File: config.mk
export PLATFORM = sky130hd
export DESIGN_NAME = mem_arbiter_flat
export DESIGN_NICKNAME = d
export VERILOG_FILES = /design/src/rtl/mem_arb_pkg.sv /design/src/rtl/mem_arbiter_if.sv /design/src/rtl/mem_arbiter_rr_pick2.sv /design/src/rtl/mem_arbiter.sv /design/src/flat_wrapper.sv
export SDC_FILE = /design/constraint.sdc
export NUM_CORES = 1
export LEC_CHECK = 0
export ABC_AREA = 1
export CAP_MARGIN = 25
export CORE_MARGIN = 3
export CORE_UTILIZATION = 25
export DETAILED_ROUTE_END_ITERATION = 10
export GPL_ROUTABILITY_DRIVEN = 0
export PLACE_DENSITY = 0.52
export SLEW_MARGIN = 20
export SYNTH_ARGS = -nofsm -noshare
export SYNTH_HDL_FRONTEND = slang
export SYNTH_SLANG_ARGS = --single-unit
File: constraint.sdc
create_clock -name clk -period 2 [get_ports clk]
set_input_delay 0.2 -clock clk [delete_from_list [all_inputs] [get_ports clk]]
set_output_delay 0.2 -clock clk [all_outputs]
set_load 0.05 [all_outputs]
File: src/rtl/mem_arb_pkg.sv
// Shared constants and types for the two-requester main-memory arbiter.
package mem_arb_pkg;

    localparam int MEM_ADDR_W = 12;
    localparam int MEM_DATA_W = 16;

    typedef enum logic [1:0] {
        IDLE   = 2'd0,
        ACCESS = 2'd1,
        RESP   = 2'd2
    } arb_state_e;

    localparam logic REQ_CPU = 1'b0;
    localparam logic REQ_IO  = 1'b1;

endpackage

File: src/rtl/mem_arbiter_if.sv
// Requester and memory-side bus of the arbiter; slave is the arbiter's view.
interface mem_arbiter_if #(
    parameter int ADDR_W = mem_arb_pkg::MEM_ADDR_W,
    parameter int DATA_W = mem_arb_pkg::MEM_DATA_W
) ();
    logic              req0;
    logic              we0;
    logic [ADDR_W-1:0] addr0;
    logic [DATA_W-1:0] wdata0;
    logic              ack0;
    logic              req1;
    logic              we1;
    logic [ADDR_W-1:0] addr1;
    logic [DATA_W-1:0] wdata1;
    logic              ack1;
    logic [DATA_W-1:0] rdata;
    logic              busy;
    logic [ADDR_W-1:0] mem_adress;
    logic              mem_read;
    logic              mem_write;
    logic [DATA_W-1:0] mem_indata;
    logic [DATA_W-1:0] mem_outdata;

    modport slave (
        input  req0, we0, addr0, wdata0, req1, we1, addr1, wdata1, mem_outdata,
        output ack0, ack1, rdata, busy, mem_adress, mem_read, mem_write, mem_indata
    );

    modport master (
        output req0, we0, addr0, wdata0, req1, we1, addr1, wdata1, mem_outdata,
        input  ack0, ack1, rdata, busy, mem_adress, mem_read, mem_write, mem_indata
    );
endinterface

File: src/rtl/mem_arbiter_rr_pick2.sv
// Two-way round-robin selector: under contention the requester that did not
// win last time is chosen.
module rr_pick2
    import mem_arb_pkg::*;
(
    input  logic req0_i,
    input  logic req1_i,
    input  logic last_gnt_i,
    output logic valid_o,
    output logic id_o
);

    // Winner selection
    always_comb begin
        valid_o = req0_i | req1_i;
        if (req0_i && req1_i) begin
            id_o = ~last_gnt_i;
        end else if (req1_i) begin
            id_o = REQ_IO;
        end else begin
            id_o = REQ_CPU;
        end
    end

endmodule

File: src/rtl/mem_arbiter.sv
// Arbitrates CPU and I/O accesses to main memory: one registered memory strobe
// per transaction, then a one-cycle ack carrying the registered read word.
module mem_arbiter
    import mem_arb_pkg::*;
#(
    parameter int ADDR_W = MEM_ADDR_W,
    parameter int DATA_W = MEM_DATA_W
) (
    input  logic          clk,
    input  logic          reset,
    mem_arbiter_if.slave  bus
);

    arb_state_e        state_q, state_d;
    logic              last_gnt_q, last_gnt_d;
    logic              id_q, id_d;
    logic              we_q, we_d;
    logic [ADDR_W-1:0] mem_adress_q, mem_adress_d;
    logic [DATA_W-1:0] mem_indata_q, mem_indata_d;
    logic [DATA_W-1:0] rdata_q, rdata_d;
    logic              mem_read_q, mem_read_d;
    logic              mem_write_q, mem_write_d;
    logic              ack0_q, ack0_d;
    logic              ack1_q, ack1_d;
    logic              busy_q, busy_d;
    logic              pick_valid_s;
    logic              pick_id_s;

    rr_pick2 u_pick (
        .req0_i     (bus.req0),
        .req1_i     (bus.req1),
        .last_gnt_i (last_gnt_q),
        .valid_o    (pick_valid_s),
        .id_o       (pick_id_s)
    );

    // Next-state and next-output logic; strobes and acks default low
    always_comb begin
        state_d      = state_q;
        last_gnt_d   = last_gnt_q;
        id_d         = id_q;
        we_d         = we_q;
        mem_adress_d = mem_adress_q;
        mem_indata_d = mem_indata_q;
        rdata_d      = rdata_q;
        mem_read_d   = 1'b0;
        mem_write_d  = 1'b0;
        ack0_d       = 1'b0;
        ack1_d       = 1'b0;
        case (state_q)
            IDLE: begin
                if (pick_valid_s) begin
                    state_d = ACCESS;
                    id_d    = pick_id_s;
                    if (pick_id_s == REQ_IO) begin
                        we_d         = bus.we1;
                        mem_adress_d = bus.addr1;
                        mem_indata_d = bus.wdata1;
                    end else begin
                        we_d         = bus.we0;
                        mem_adress_d = bus.addr0;
                        mem_indata_d = bus.wdata0;
                    end
                    mem_read_d  = ~we_d;
                    mem_write_d = we_d;
                end else begin
                    state_d = IDLE;
                end
            end
            ACCESS: begin
                state_d    = RESP;
                last_gnt_d = id_q;
                ack0_d     = (id_q == REQ_CPU);
                ack1_d     = (id_q == REQ_IO);
                if (!we_q) begin
                    rdata_d = bus.mem_outdata;
                end else begin
                    rdata_d = rdata_q;
                end
            end
            RESP: begin
                state_d = IDLE;
            end
            default: begin
                state_d = IDLE;
            end
        endcase
        busy_d = (state_d != IDLE);
    end

    // State register
    always_ff @(posedge clk or posedge reset) begin
        if (reset) begin
            state_q <= IDLE;
        end else begin
            state_q <= state_d;
        end
    end

    // Datapath and output registers; last_gnt resets to IO so the CPU wins the first tie
    always_ff @(posedge clk or posedge reset) begin
        if (reset) begin
            last_gnt_q   <= REQ_IO;
            id_q         <= REQ_CPU;
            we_q         <= 1'b0;
            mem_adress_q <= {ADDR_W{1'b0}};
            mem_indata_q <= {DATA_W{1'b0}};
            rdata_q      <= {DATA_W{1'b0}};
            mem_read_q   <= 1'b0;
            mem_write_q  <= 1'b0;
            ack0_q       <= 1'b0;
            ack1_q       <= 1'b0;
            busy_q       <= 1'b0;
        end else begin
            last_gnt_q   <= last_gnt_d;
            id_q         <= id_d;
            we_q         <= we_d;
            mem_adress_q <= mem_adress_d;
            mem_indata_q <= mem_indata_d;
            rdata_q      <= rdata_d;
            mem_read_q   <= mem_read_d;
            mem_write_q  <= mem_write_d;
            ack0_q       <= ack0_d;
            ack1_q       <= ack1_d;
            busy_q       <= busy_d;
        end
    end

    assign bus.ack0       = ack0_q;
    assign bus.ack1       = ack1_q;
    assign bus.rdata      = rdata_q;
    assign bus.busy       = busy_q;
    assign bus.mem_adress = mem_adress_q;
    assign bus.mem_read   = mem_read_q;
    assign bus.mem_write  = mem_write_q;
    assign bus.mem_indata = mem_indata_q;

endmodule

File: src/flat_wrapper.sv
// flat-port wrapper written by rule: the top's interface ports become plain ports
module mem_arbiter_flat import mem_arb_pkg::*;
#(
    parameter int ADDR_W = MEM_ADDR_W,
    parameter int DATA_W = MEM_DATA_W
)
  (clk, reset, bus_req0, bus_we0, bus_addr0, bus_wdata0, bus_req1, bus_we1, bus_addr1, bus_wdata1, bus_mem_outdata, bus_ack0, bus_ack1, bus_rdata, bus_busy, bus_mem_adress, bus_mem_read, bus_mem_write, bus_mem_indata);
  mem_arbiter_if #(.ADDR_W(ADDR_W), .DATA_W(DATA_W)) bus_i ();
  input  logic clk;
  input  logic reset;
  input wire logic [$bits(bus_i.req0)-1:0] bus_req0;
  input wire logic [$bits(bus_i.we0)-1:0] bus_we0;
  input wire logic [$bits(bus_i.addr0)-1:0] bus_addr0;
  input wire logic [$bits(bus_i.wdata0)-1:0] bus_wdata0;
  input wire logic [$bits(bus_i.req1)-1:0] bus_req1;
  input wire logic [$bits(bus_i.we1)-1:0] bus_we1;
  input wire logic [$bits(bus_i.addr1)-1:0] bus_addr1;
  input wire logic [$bits(bus_i.wdata1)-1:0] bus_wdata1;
  input wire logic [$bits(bus_i.mem_outdata)-1:0] bus_mem_outdata;
  output wire logic [$bits(bus_i.ack0)-1:0] bus_ack0;
  output wire logic [$bits(bus_i.ack1)-1:0] bus_ack1;
  output wire logic [$bits(bus_i.rdata)-1:0] bus_rdata;
  output wire logic [$bits(bus_i.busy)-1:0] bus_busy;
  output wire logic [$bits(bus_i.mem_adress)-1:0] bus_mem_adress;
  output wire logic [$bits(bus_i.mem_read)-1:0] bus_mem_read;
  output wire logic [$bits(bus_i.mem_write)-1:0] bus_mem_write;
  output wire logic [$bits(bus_i.mem_indata)-1:0] bus_mem_indata;
  assign bus_i.req0 = bus_req0;
  assign bus_i.we0 = bus_we0;
  assign bus_i.addr0 = bus_addr0;
  assign bus_i.wdata0 = bus_wdata0;
  assign bus_i.req1 = bus_req1;
  assign bus_i.we1 = bus_we1;
  assign bus_i.addr1 = bus_addr1;
  assign bus_i.wdata1 = bus_wdata1;
  assign bus_i.mem_outdata = bus_mem_outdata;
  assign bus_ack0 = bus_i.ack0;
  assign bus_ack1 = bus_i.ack1;
  assign bus_rdata = bus_i.rdata;
  assign bus_busy = bus_i.busy;
  assign bus_mem_adress = bus_i.mem_adress;
  assign bus_mem_read = bus_i.mem_read;
  assign bus_mem_write = bus_i.mem_write;
  assign bus_mem_indata = bus_i.mem_indata;
  mem_arbiter #(.ADDR_W(ADDR_W), .DATA_W(DATA_W)) u_core (.clk(clk), .reset(reset), .bus(bus_i));
endmodule
### Yosys cells after proc, flatten, opt, wreduce, memory -nomap -nowiden

Index checks and enable logic that the tools add are counted.

* bits in latches: 0
* memory bits (read-only): 0
* RAM bits: 0
* bits of input ports: 78
* output and inout port bits: 49
* memories: 0
* register bits after elaboration: 54

* reduce and logical (&&, ||, !) cells: 5
* add/subtract/negate cells: 0
* div/mod/pow operators: 0
* magnitude comparators: 0
* shift operators: 0
* multiply operators: 0
* equal/unequal tests: 1
* mux-type cells: 15
* bitwise gates (word level): 5

Operator list (count)
* $mux 16: 1
* $mux 1: 12
* $mux 12: 1
* $not 1->1: 4
* $pmux 2 s2: 1
* $reduce_and 2->1: 2
* $eq 2x1->1 const B: 1
* $logic_not 2->1: 1
* $reduce_bool 2->1: 1
* $logic_and 1x1->1: 1
* $or 1x1->1: 1

### Longest topological paths before layout

Gate-level depths: netlist of the first run.

* depth after elaboration: 8
* mapped depth: 7

### Cells and area by module

A second synthesis of the first run with hierarchy kept.

* cell total of the unflattened synthesis: 317
* area total of the unflattened synthesis: 2419.8 um^2

By module, submodules not included
* mem_arbiter: cells each 314, sequential area each 1352.5 um^2, area an instance 2404.8 um^2, instances 1
* rr_pick2: cells each 3, sequential area each 0.0 um^2, area an instance 15.0 um^2, instances 1

### Least setup slack after synthesis of the first run

No wires, ideal clock.

* kind: register to register
* start: reg u_core.last_gnt_q
* end: reg u_core.mem_adress_q[9] (netlist: u_core.bus.mem_adress[9])
* setup time: 0.066 ns
* setup slack: 0.864 ns
* data required time: 1.934 ns
* arrival time: 1.070 ns
* stages on the path, launching flop included: 7
* cell sequence: dfstp_2 -> nand2_1 -> buf_2 -> buf_4 -> nand3_1 -> nand3_1 -> nand2_1

* cells in the longest elaborated chain, start to end: 3

RTL lines
* from (decl): line mem_arbiter.sv:15 `logic last_gnt_q, last_gnt_d;`
* from (signal assigned): line mem_arbiter.sv:115 `last_gnt_q <= last_gnt_d;`
* $not 1->1: line mem_arbiter_rr_pick2.sv:17 `id_o = ~last_gnt_i;`
* $mux 1: line mem_arbiter_rr_pick2.sv:16 `if (req0_i && req1_i) begin`
* $mux 12: line mem_arbiter.sv:55 `if (pick_id_s == REQ_IO) begin`
* to (signal assigned): line mem_arbiter.sv:106 `mem_adress_q <= {ADDR_W{1'b0}};`
* to (signal assigned): line mem_arbiter.sv:118 `mem_adress_q <= mem_adress_d;`
* to (decl): line mem_arbiter.sv:18 `logic [ADDR_W-1:0] mem_adress_q, mem_adress_d;`

No other way between the ends.
A chain may end at the register's enable or synchronous reset.

### Worst setup path after layout of the first run

* start: reg u_core.mem_adress_q[5] (netlist: u_core.bus.mem_adress[5])
* end: out bus_mem_adress[5]

RTL lines
* to (decl): line flat_wrapper.sv:24 `output wire logic [$bits(bus_i.mem_adress)-1:0] bus_mem_adress;`

No word-level cell between the ends.

==> metrics.yaml, run 1 <==
register_area_mm2: 0.00135
grt_start_max_net_pins: 34
fin_nets: 549
clock_insertion_delay_worst_skew_ps: 300
portBuffers: 126
first_pass_iteration_count_of_the_detailed_router: 4
cts_tree: "built"
post_cts_hold_buffer_count: 0
wire_length_of_the_first_global_routing_pass_um: 11900
initial_utilization: 0.262
power.density_cell_area_mw_per_mm2: 1650
die_outline_height_um: 108
grt_antenna_before_repair: 0
path_delay_family: "buffers and inverters"
mappedNetlistNets: 426
first_global_vias: 2491
rsz0062_at_grt: "no"
worst-path-buf-inv: 1
power.leakage_nw: 2.14
yosys-top-cells-area: "sky130_fd_sc_hd__dfrtp_1 (51%), sky130_fd_sc_hd__nand2_1 (18%), sky130_fd_sc_hd__nand3_1 (14%)"
slew_at_the_pin_closest_to_its_max_slew_limit_ps: 547
worst_hold_path_type: "input port to async pin"
total_via_count_after_detailed_routing: 2500
cts_resized: 0
grtUsageTotal: 0.127
worst_setup_path_end_kind: "primary output"
synthTopCellsByCount: "sky130_fd_sc_hd__nand2_1 (125), sky130_fd_sc_hd__nand3_1 (74), sky130_fd_sc_hd__inv_1 (65)"
grt_overflow_total: 0
critical_path.reg2reg.endpoint: "u_core.bus.mem_indata[13]"
netlist_instances: 348
synth_warnings: 0
netlist.area_leader.share: 0.508
synth_area_per_cell_um2: 7.51
dominant_cell_by_count_in_the_synthesized_netlist: "sky130_fd_sc_hd__nand2_1"
timing.final.max_slew_violations: 0
pin_count: 127
n_antenna_cell: 0
max_cap_violation_count: 0
ff2ff_path_depth: 6
hold_viol: 0
route.antenna.remaining_nets: 0
post_drt_wl_per_cell_um: 12.0
arrival_ps: 1490
cts-root-to-sink-buffers: 2
critical_path.max_stage_delay_ps: 820
drc_markers: 0
crit_required_ps: 1800
htree_levels: 2
post-dp-hpwl_um: 5470
worst_slew_margin_relative_to_its_limit: 0.634
post_drt_via_cell_ratio: 4.13
number_of_endpoints_failing_setup_at_the_final_stage: 0
multi_input_area_um2: 895
outcome: "finished, final reports clean"
finalClockSkew_ps: 4.82
fmax_mhz: 591
timing.critical_path.cells: "clkdlybuf4s50_1"
ys_seq_elements: 54
synth_largest_area_cell: "sky130_fd_sc_hd__dfrtp_1"
timing.reg2reg.setup_slack_ps: 380
synth_sequential_area_ratio: 0.518
slowest_stage: "sky130_fd_sc_hd__clkdlybuf4s50_1"
drive_gt1_frac: 0.0487
netlist-cell-type-count: 15
synth_top_flop_cell: "sky130_fd_sc_hd__dfrtp_1"
rr_startpoint: "u_core.state_q[0]"
path_max_fanout: 2
tritoncts_num_sinks: 54
critPathKind: "flop to primary output"
clock-root-buffer: "sky130_fd_sc_hd__clkbuf_8"
setup_total_negative_slack_ps: 0
async_flop_share: 1.00
clkSlewWorstSetupHoldPaths_ps: 100
layout_worst_path_cycle_share: 0.847
syn-cell-area_mm2: 0.00261
irDropWorstVdd_mv: 0.677
cts_made_buffers: 5
horizontal_die_dimension_um: 108
cts_setup_buffers: 0
fp.dieArea_mm2: 0.0117
period_needed_ps: 1690
initialDrtViolationCount: 122
synth-edff-count: 0
placement_rows: 36
worstSetupStartpointType: "flop"
worst_hold_slack_ps: 251
area_delta_synth_final_pct: 57.7
detail_route.wirelength_um: 7260
fillers: 1048
floorplan.core_area_mm2: 0.00995
-- metal layers --
metal,GRT usage,up-vias,share of wire
li1,-,1284,-
met1,0.164,1139,0.44
met2,0.209,75,0.47
met3,0.0418,2,0.078
met4,0.0271,0,0.0043
met5,0,-,0
-- worst max path at each step --
stage | startpoint | endpoint | slack [ps] | depth (start not counted)
after floorplan | reset | u_core.bus.ack0 | 490 | 1
after global placement | bus_req0 | u_core.we_q | 130 | 6
after detailed placement | bus_req1 | u_core.bus.mem_indata[13] | 90 | 6
after CTS | u_core.bus.mem_adress[5] | bus_mem_adress[5] | 280 | 1
after global routing | u_core.state_q[1] | u_core.bus.mem_adress[9] | 140 | 6
final | u_core.bus.mem_adress[5] | bus_mem_adress[5] | 310 | 1
-- power by group --
group          total [mW]  internal (mW)  switching [mW]
Combinational        4.13           1.33            2.81
Clock               0.729          0.373           0.356
Sequential           1.92           1.63           0.283
-- metrics by stage --
| step | cells | setup slack (ps) | instance area (µm²) | util | power, mW |
|---|---|---|---|---|---|
| 2_1_floorplan | 348 | 487 | 2610 | - | 4.70 |
| 3_3_place_gp | 597 | 127 | 4010 | 0.402 | 6.09 |
| 3_5_place_dp | 597 | 94.7 | 4010 | 0.402 | 6.13 |
| 4_1_cts | 605 | 285 | 4120 | 0.414 | 6.88 |
| 5_1_grt | 605 | 136 | 4120 | 0.414 | 7.28 |
| 6_report | 605 | 307 | 4120 | 0.414 | 6.78 |
-- area by class of cell --
cell class,instances,share of cell area
flip-flops and latches,54,0.328
well taps,133,0.0404
clock inverters,3,0.0109
inverters,67,0.0610
clock buffers,5,0.0167
multi-input cells,208,0.217
repair buffers,135,0.326
-- registers in the layout, indices dropped and copies added (netlist names) --
signal                 count
u_core.bus.ack0            1
u_core.bus.mem_indata     16
u_core.bus.busy            1
u_core.bus.mem_adress     12
u_core.bus.mem_write       1
u_core.id_q                1
u_core.we_q                1
u_core.last_gnt_q          1
u_core.bus.mem_read        1
u_core.bus.ack1            1
u_core.bus.rdata          16
u_core.state_q             2
-- layout by cell type, fill, tap and decap left out, drive strengths merged --
cell	n
buf	9
nand3	74
dfrtp	53
clkinvlp	2
nor2	7
clkbuf	5
a21oi	1
bufinv	1
nand2	125
o21ai	1
dfstp	1
inv	67
clkdlybuf4s50	126
-- kinds of logic after synthesis --
group / count (synthesis) / synth area share
AOI/OAI and AO/OA: 2 / 0.00383
buffers and inverters: 86 / 0.140
DFF: 54 / 0.518
and+or+nand+nor: 206 / 0.339
No activity file was read; power rests on OpenSTA's default activity.
==> inputs of run 2 (changes only) <==
==> constraint.sdc (replaced) <==
create_clock -name clk -period 1.63 [get_ports clk]
set_input_delay 0.163 -clock clk [delete_from_list [all_inputs] [get_ports clk]]
set_output_delay 0.163 -clock clk [all_outputs]
set_load 0.05 [all_outputs]
==> run 2 against run 1 <==
Via count up 0.88%; combinational power rose by 21%; first-iteration DRC count fell by 16%; sequential share of layout area up 0.50 points; critical path depth is 5 higher; non-clock buffer count grew 2; sequential power up 23%; cell area fell by 1.5%; flip-flop and latch count unchanged; critical path type is now flop to flop; largest power group unchanged.
==> metrics.yaml, run 2 (synthesized netlist as in run 1, its figures left out) <==
outcome: "finished, final reports clean"
timing.final.max_slew_violations: 0
max_cap_violation_count: 0
final_cell_mix: "sky130_fd_sc_hd__nand2_1 (125), sky130_fd_sc_hd__clkdlybuf4s50_1 (77), sky130_fd_sc_hd__nand3_1 (74)"
first_pass_iteration_count_of_the_detailed_router: 4
initialDrtViolationCount: 103
slowest_stage: "sky130_fd_sc_hd__dfstp_2"
timing.critical_path.cells: "nand2_1 -> nand2_1 -> buf_12 -> nand2_1 -> nand3_1 -> nand2_1"
worst_setup_path_end_kind: "flop"
critical_path.max_stage_delay_ps: 550
cts_resized: 0
clock-root-buffer: "sky130_fd_sc_hd__clkbuf_8"
fin_nets: 551
number_of_endpoints_failing_setup_at_the_final_stage: 0
cts_setup_buffers: 0
worst_slew_margin_relative_to_its_limit: 0.647
period_needed_ps: 1330
wire_length_of_the_first_global_routing_pass_um: 12100
horizontal_die_dimension_um: 108
path_max_fanout: 30
share_of_the_core_filled_with_cells: 0.408
placedCellCount: 599
hold_viol: 0
floorplan.core_area_mm2: 0.00995
power.density_cell_area_mw_per_mm2: 2000
total_via_count_after_detailed_routing: 2522
area_delta_synth_final_pct: 55.4
stdcell_area_mm2: 0.00406
cts-root-to-sink-buffers: 2
post_cts_hold_buffer_count: 0
arrival_ps: 1530
pin_count: 127
power.leakage_nw: 2.26
rsz0062_at_grt: "no"
most_frequent_standard_cell_in_the_layout_excluding_fill_and_tap_cells: "sky130_fd_sc_hd__nand2_1"
post_drt_via_cell_ratio: 4.15
finalClockSkew_ps: 9.21
grt_antenna_before_repair: 0
path_delay_family: "flip-flops"
drive_gt1_frac: 0.150
route.antenna.remaining_nets: 0
grt_start_max_net_pins: 31
critPathKind: "flop to flop"
slew_at_the_pin_closest_to_its_max_slew_limit_ps: 528
crit_required_ps: 1830
stdcell_count: 607
clkSlewWorstSetupHoldPaths_ps: 110
fp.dieArea_mm2: 0.0117
critical-path-top-cell-by-count: "sky130_fd_sc_hd__nand2_1"
layout_worst_path_cycle_share: 0.818
tritoncts_num_sinks: 54
first_global_vias: 2597
cts_made_buffers: 5
portBuffers: 126
worstSetupStartpointType: "flop"
n_antenna_cell: 0
irDropWorstVdd_mv: 0.920
post_drt_wl_per_cell_um: 12.2
grt_overflow_total: 0
worst_hold_path_type: "input port to async pin"
cts_tree: "built"
grtUsageTotal: 0.129
dpl-instance-area_mm2: 0.00396
clock_insertion_delay_worst_skew_ps: 310
placement_rows: 36
fmax_mhz: 750
post-dp-hpwl_um: 5570
detail_route.wirelength_um: 7390
htree_levels: 2
worst-path-buf-inv: 1
drc_markers: 0
initial_utilization: 0.262
die_outline_height_um: 108
-- run 2: cell count changes in the layout (fill, tap and decap cells not counted), sizes merged --
| cell | delta |
|---|---|
| buf | +48 |
| bufinv | -1 |
| clkdlybuf4s50 | -49 |
| clkinv | +3 |
| clkinvlp | -2 |
| dlymetal6s2s | +3 |
-- run 2: report_power, final --
group	switching [mW]	internal, mW
registers	0.355	2.00
logic	3.47	1.52
clock network	0.469	0.311
-- run 2: final timing paths --
check / startpoint / endpoint / slack [ps] / depth (start not counted)
max in group asynchronous: reset / u_core.bus.mem_indata[13] / 1040 / 3
worst max-delay path: u_core.last_gnt_q / u_core.we_q / 300 / 6
worst min-delay path: reset / u_core.state_q[1] / 140 / 2
min in group clk: bus_mem_outdata[2] / u_core.bus.rdata[2] / 400 / 3
worst min register to register: u_core.id_q / u_core.bus.ack0 / 450 / 1
worst max register to register: u_core.last_gnt_q / u_core.we_q / 300 / 6
-- run 2: routing by layer --
metal | routed length (µm) | track usage
met1 | 3120 | 0.155
met4 | 46 | 0.0316
met2 | 3590 | 0.225
met3 | 630 | 0.0418
met5 | 0 | 0
-- run 2: per-stage QoR --
stage                     TNS [ps]  hold WS, ps  worst slack, ps  power, mW
after detailed placement     -19.7          440            -7.21       7.45
after global placement           0          433             46.6       7.41
after global routing             0          157              162       8.70
final                            0          144              297       8.13
after CTS                        0          153             24.7       8.25
after floorplan                  0          308              154       5.77
-- run 2: worst register-to-register path, cell delays in order (launching register included) --
cell and delay (ps):
sky130_fd_sc_hd__dfstp_2 550, sky130_fd_sc_hd__nand2_1 110, sky130_fd_sc_hd__nand2_1 130, sky130_fd_sc_hd__buf_12 190
sky130_fd_sc_hd__nand2_1 90, sky130_fd_sc_hd__nand3_1 100, sky130_fd_sc_hd__nand2_1 60
-- run 2: area by class of cell --
type / instances / area, µm²
Sequential cell: 54 / 1350
Clock inverter: 3 / 26.3
Inverter: 67 / 251
Multi-Input combinational cell: 208 / 895
Clock buffer: 5 / 68.8
Tap cell: 133 / 166
Timing Repair Buffer: 137 / 1300
Fill cell: 1039 / 5900
==> inputs of run 3 (changes only) <==
--- a/config.mk
+++ b/config.mk
@@ -11,7 +11,7 @@
 export CORE_UTILIZATION = 25
 export DETAILED_ROUTE_END_ITERATION = 10
 export GPL_ROUTABILITY_DRIVEN = 0
-export PLACE_DENSITY = 0.52
+export PLACE_DENSITY = 0.54
 export SLEW_MARGIN = 20
 export SYNTH_ARGS = -nofsm -noshare
 export SYNTH_HDL_FRONTEND = slang
==> constraint.sdc (replaced) <==
create_clock -name clk -period 1.21 [get_ports clk]
set_input_delay 0.121 -clock clk [delete_from_list [all_inputs] [get_ports clk]]
set_output_delay 0.121 -clock clk [all_outputs]
set_load 0.05 [all_outputs]
==> run 3 against run 2 <==
Cell count rose by 2.0%; count of clock-buffer cells in the layout rose by 1; power rose by 74%; non-clock buffer count rose by 12; fmax rose by 11%; clock skew rose by 2.0 ps; largest cell class is now buffers.
==> metrics.yaml, run 3 (synthesized netlist as in run 1, its figures left out) <==
pin_count: 127
power.density_cell_area_mw_per_mm2: 2780
period_needed_ps: 1200
number_of_endpoints_failing_setup_at_the_final_stage: 0
detail_route.wirelength_um: 8160
worst_hold_slack_ps: 213
portBuffers: 126
arrival_ps: 1400
worstSetupStartpointType: "flop"
outcome: "finished, final reports clean"
fmax_mhz: 831
rsz0062_at_grt: "yes"
first_global_vias: 2565
clkSlewWorstSetupHoldPaths_ps: 100
stdcell_count: 619
first_pass_iteration_count_of_the_detailed_router: 4
post_drt_wl_per_cell_um: 13.2
drive_gt1_frac: 0.280
worst_slew_margin_relative_to_its_limit: 0.788
cts-root-to-sink-buffers: 2
max_cap_violation_count: 0
fin_nets: 563
htree_levels: 2
route.antenna.remaining_nets: 0
setup_total_negative_slack_ps: 0
critical_path.reg2reg.endpoint: "u_core.bus.mem_indata[10]"
slew_at_the_pin_closest_to_its_max_slew_limit_ps: 317
timing.reg2reg.setup_slack_ps: 7
grt_antenna_before_repair: 0
wire_length_of_the_first_global_routing_pass_um: 12700
grt_overflow_total: 0
clock-root-buffer: "sky130_fd_sc_hd__clkbuf_8"
register_area_mm2: 0.00135
crit_required_ps: 1410
finalClockSkew_ps: 11.2
power.leakage_nw: 2.59
ff2ff_path_depth: 6
total_via_count_after_detailed_routing: 2641
floorplan.core_area_mm2: 0.00995
area_delta_synth_final_pct: 94.4
critical_path.max_stage_delay_ps: 560
layout_setup_ws_ps: 7.11
initial_utilization: 0.262
irDropWorstVdd_mv: 1.08
horizontal_die_dimension_um: 108
critPathKind: "flop to flop"
timing.final.max_slew_violations: 0
cts_made_buffers: 5
most_frequent_standard_cell_in_the_layout_excluding_fill_and_tap_cells: "sky130_fd_sc_hd__nand2_1"
grtUsageTotal: 0.137
slowest_stage: "sky130_fd_sc_hd__dfstp_2"
initialDrtViolationCount: 112
path_delay_family: "flip-flops"
dpl-instance-area_mm2: 0.00464
layout_worst_path_cycle_share: 0.994
tritoncts_num_sinks: 54
drc_markers: 0
place_ws_ps: -229
cts_tree: "built"
clock_insertion_delay_worst_skew_ps: 310
placement_rows: 36
rr_startpoint: "u_core.last_gnt_q"
n_antenna_cell: 0
path_max_fanout: 6
fillers: 934
multi_input_area_mm2: 0.00113
placedCellCount: 606
post-dp-hpwl_um: 6160
worst_setup_path_end_kind: "flop"
final_cell_mix: "sky130_fd_sc_hd__nand2_1 (102), sky130_fd_sc_hd__clkdlybuf4s50_1 (76), sky130_fd_sc_hd__inv_1 (62)"
timing.critical_path.cells: "nand2_4 -> nand2_8 -> clkbuf_16 -> nand2_2 -> nand3_2 -> nand2_1"
die_outline_height_um: 108
hold_viol: 0
post_drt_via_cell_ratio: 4.27
worst-path-buf-inv: 1
stdcell_area_mm2: 0.00508
fp.dieArea_mm2: 0.0117
grt_start_max_net_pins: 23
worst_hold_path_type: "input port to async pin"
==> run 3: changes by cell type in the layout (fill, tap and decap cells not counted), moves of 2 or more <==
cell                             previous run  this run
sky130_fd_sc_hd__clkbuf_16                  0         2
sky130_fd_sc_hd__nand3_1                   74        50
sky130_fd_sc_hd__nand2_2                    0        16
sky130_fd_sc_hd__buf_4                     52        11
sky130_fd_sc_hd__nand2_1                  125       102
sky130_fd_sc_hd__inv_1                     64        62
sky130_fd_sc_hd__clkinv_4                   3         1
sky130_fd_sc_hd__nand3_2                    0        23
sky130_fd_sc_hd__buf_12                     5        57
sky130_fd_sc_hd__dlymetal6s2s_1             3         1
sky130_fd_sc_hd__nand2_4                    0         6
==> run 3: how the worst max path moves through the flow <==
stage,from,slack (ps),depth (start not counted),endpoint
finish,u_core.last_gnt_q,7,6,u_core.bus.mem_indata[10]
CTS,u_core.last_gnt_q,-50,6,u_core.bus.mem_indata[8]
detailed placement,bus_req0,-230,7,u_core.bus.mem_indata[14]
floorplan,u_core.last_gnt_q,70,6,u_core.bus.mem_adress[9]
global route,u_core.state_q[1],-50,7,u_core.bus.mem_indata[5]
global placement,bus_req0,-180,7,u_core.bus.mem_indata[14]
==> run 3: final cells by class <==
cell class                 count  area share
sequential                    54       0.266
clock buffer                   6      0.0143
timing repair buffer         149       0.411
tap                          133      0.0328
multi-input combinational    208       0.222
inverter                      67      0.0502
clock inverter                 2     0.00271
==> run 3: what timing repair did <==
action,CTS,global route
gates cloned,1,2
pin swaps,1,12
resized for setup,4,61
buffers inserted,0,2
endpoints found under the setup margin,26,35
hold buffers,0,0
==> run 3: worst reg2reg max path, stage by stage (launching register included) <==
cell and delay, ps:
sky130_fd_sc_hd__dfstp_2 560, sky130_fd_sc_hd__nand2_4 80, sky130_fd_sc_hd__nand2_8 140, sky130_fd_sc_hd__clkbuf_16 180, sky130_fd_sc_hd__nand2_2 50, sky130_fd_sc_hd__nand3_2 50, sky130_fd_sc_hd__nand2_1 50
==> run 3: through the flow <==
stage                      util  total power [mW]
after floorplan               -              7.78
after global placement    0.466              12.6
after detailed placement  0.466              12.7
after CTS                 0.480              13.8
after global routing      0.510              14.9
final                     0.510              14.1
==> run 3: report_power, final <==
group / switching, mW / internal [mW] / total (mW)
registers: 0.927 / 2.71 / 3.63
logic: 5.03 / 4.47 / 9.50
clock network: 0.592 / 0.410 / 1.00
total: 6.55 / 7.59 / 14.1
==> run 3: metal layers <==
layer	vias to the layer above	track usage	share of wire
met5	-	0	0
met4	0	0.0352	0.014
met3	9	0.0340	0.066
met2	87	0.234	0.51
li1	1317	-	-
met1	1228	0.174	0.41
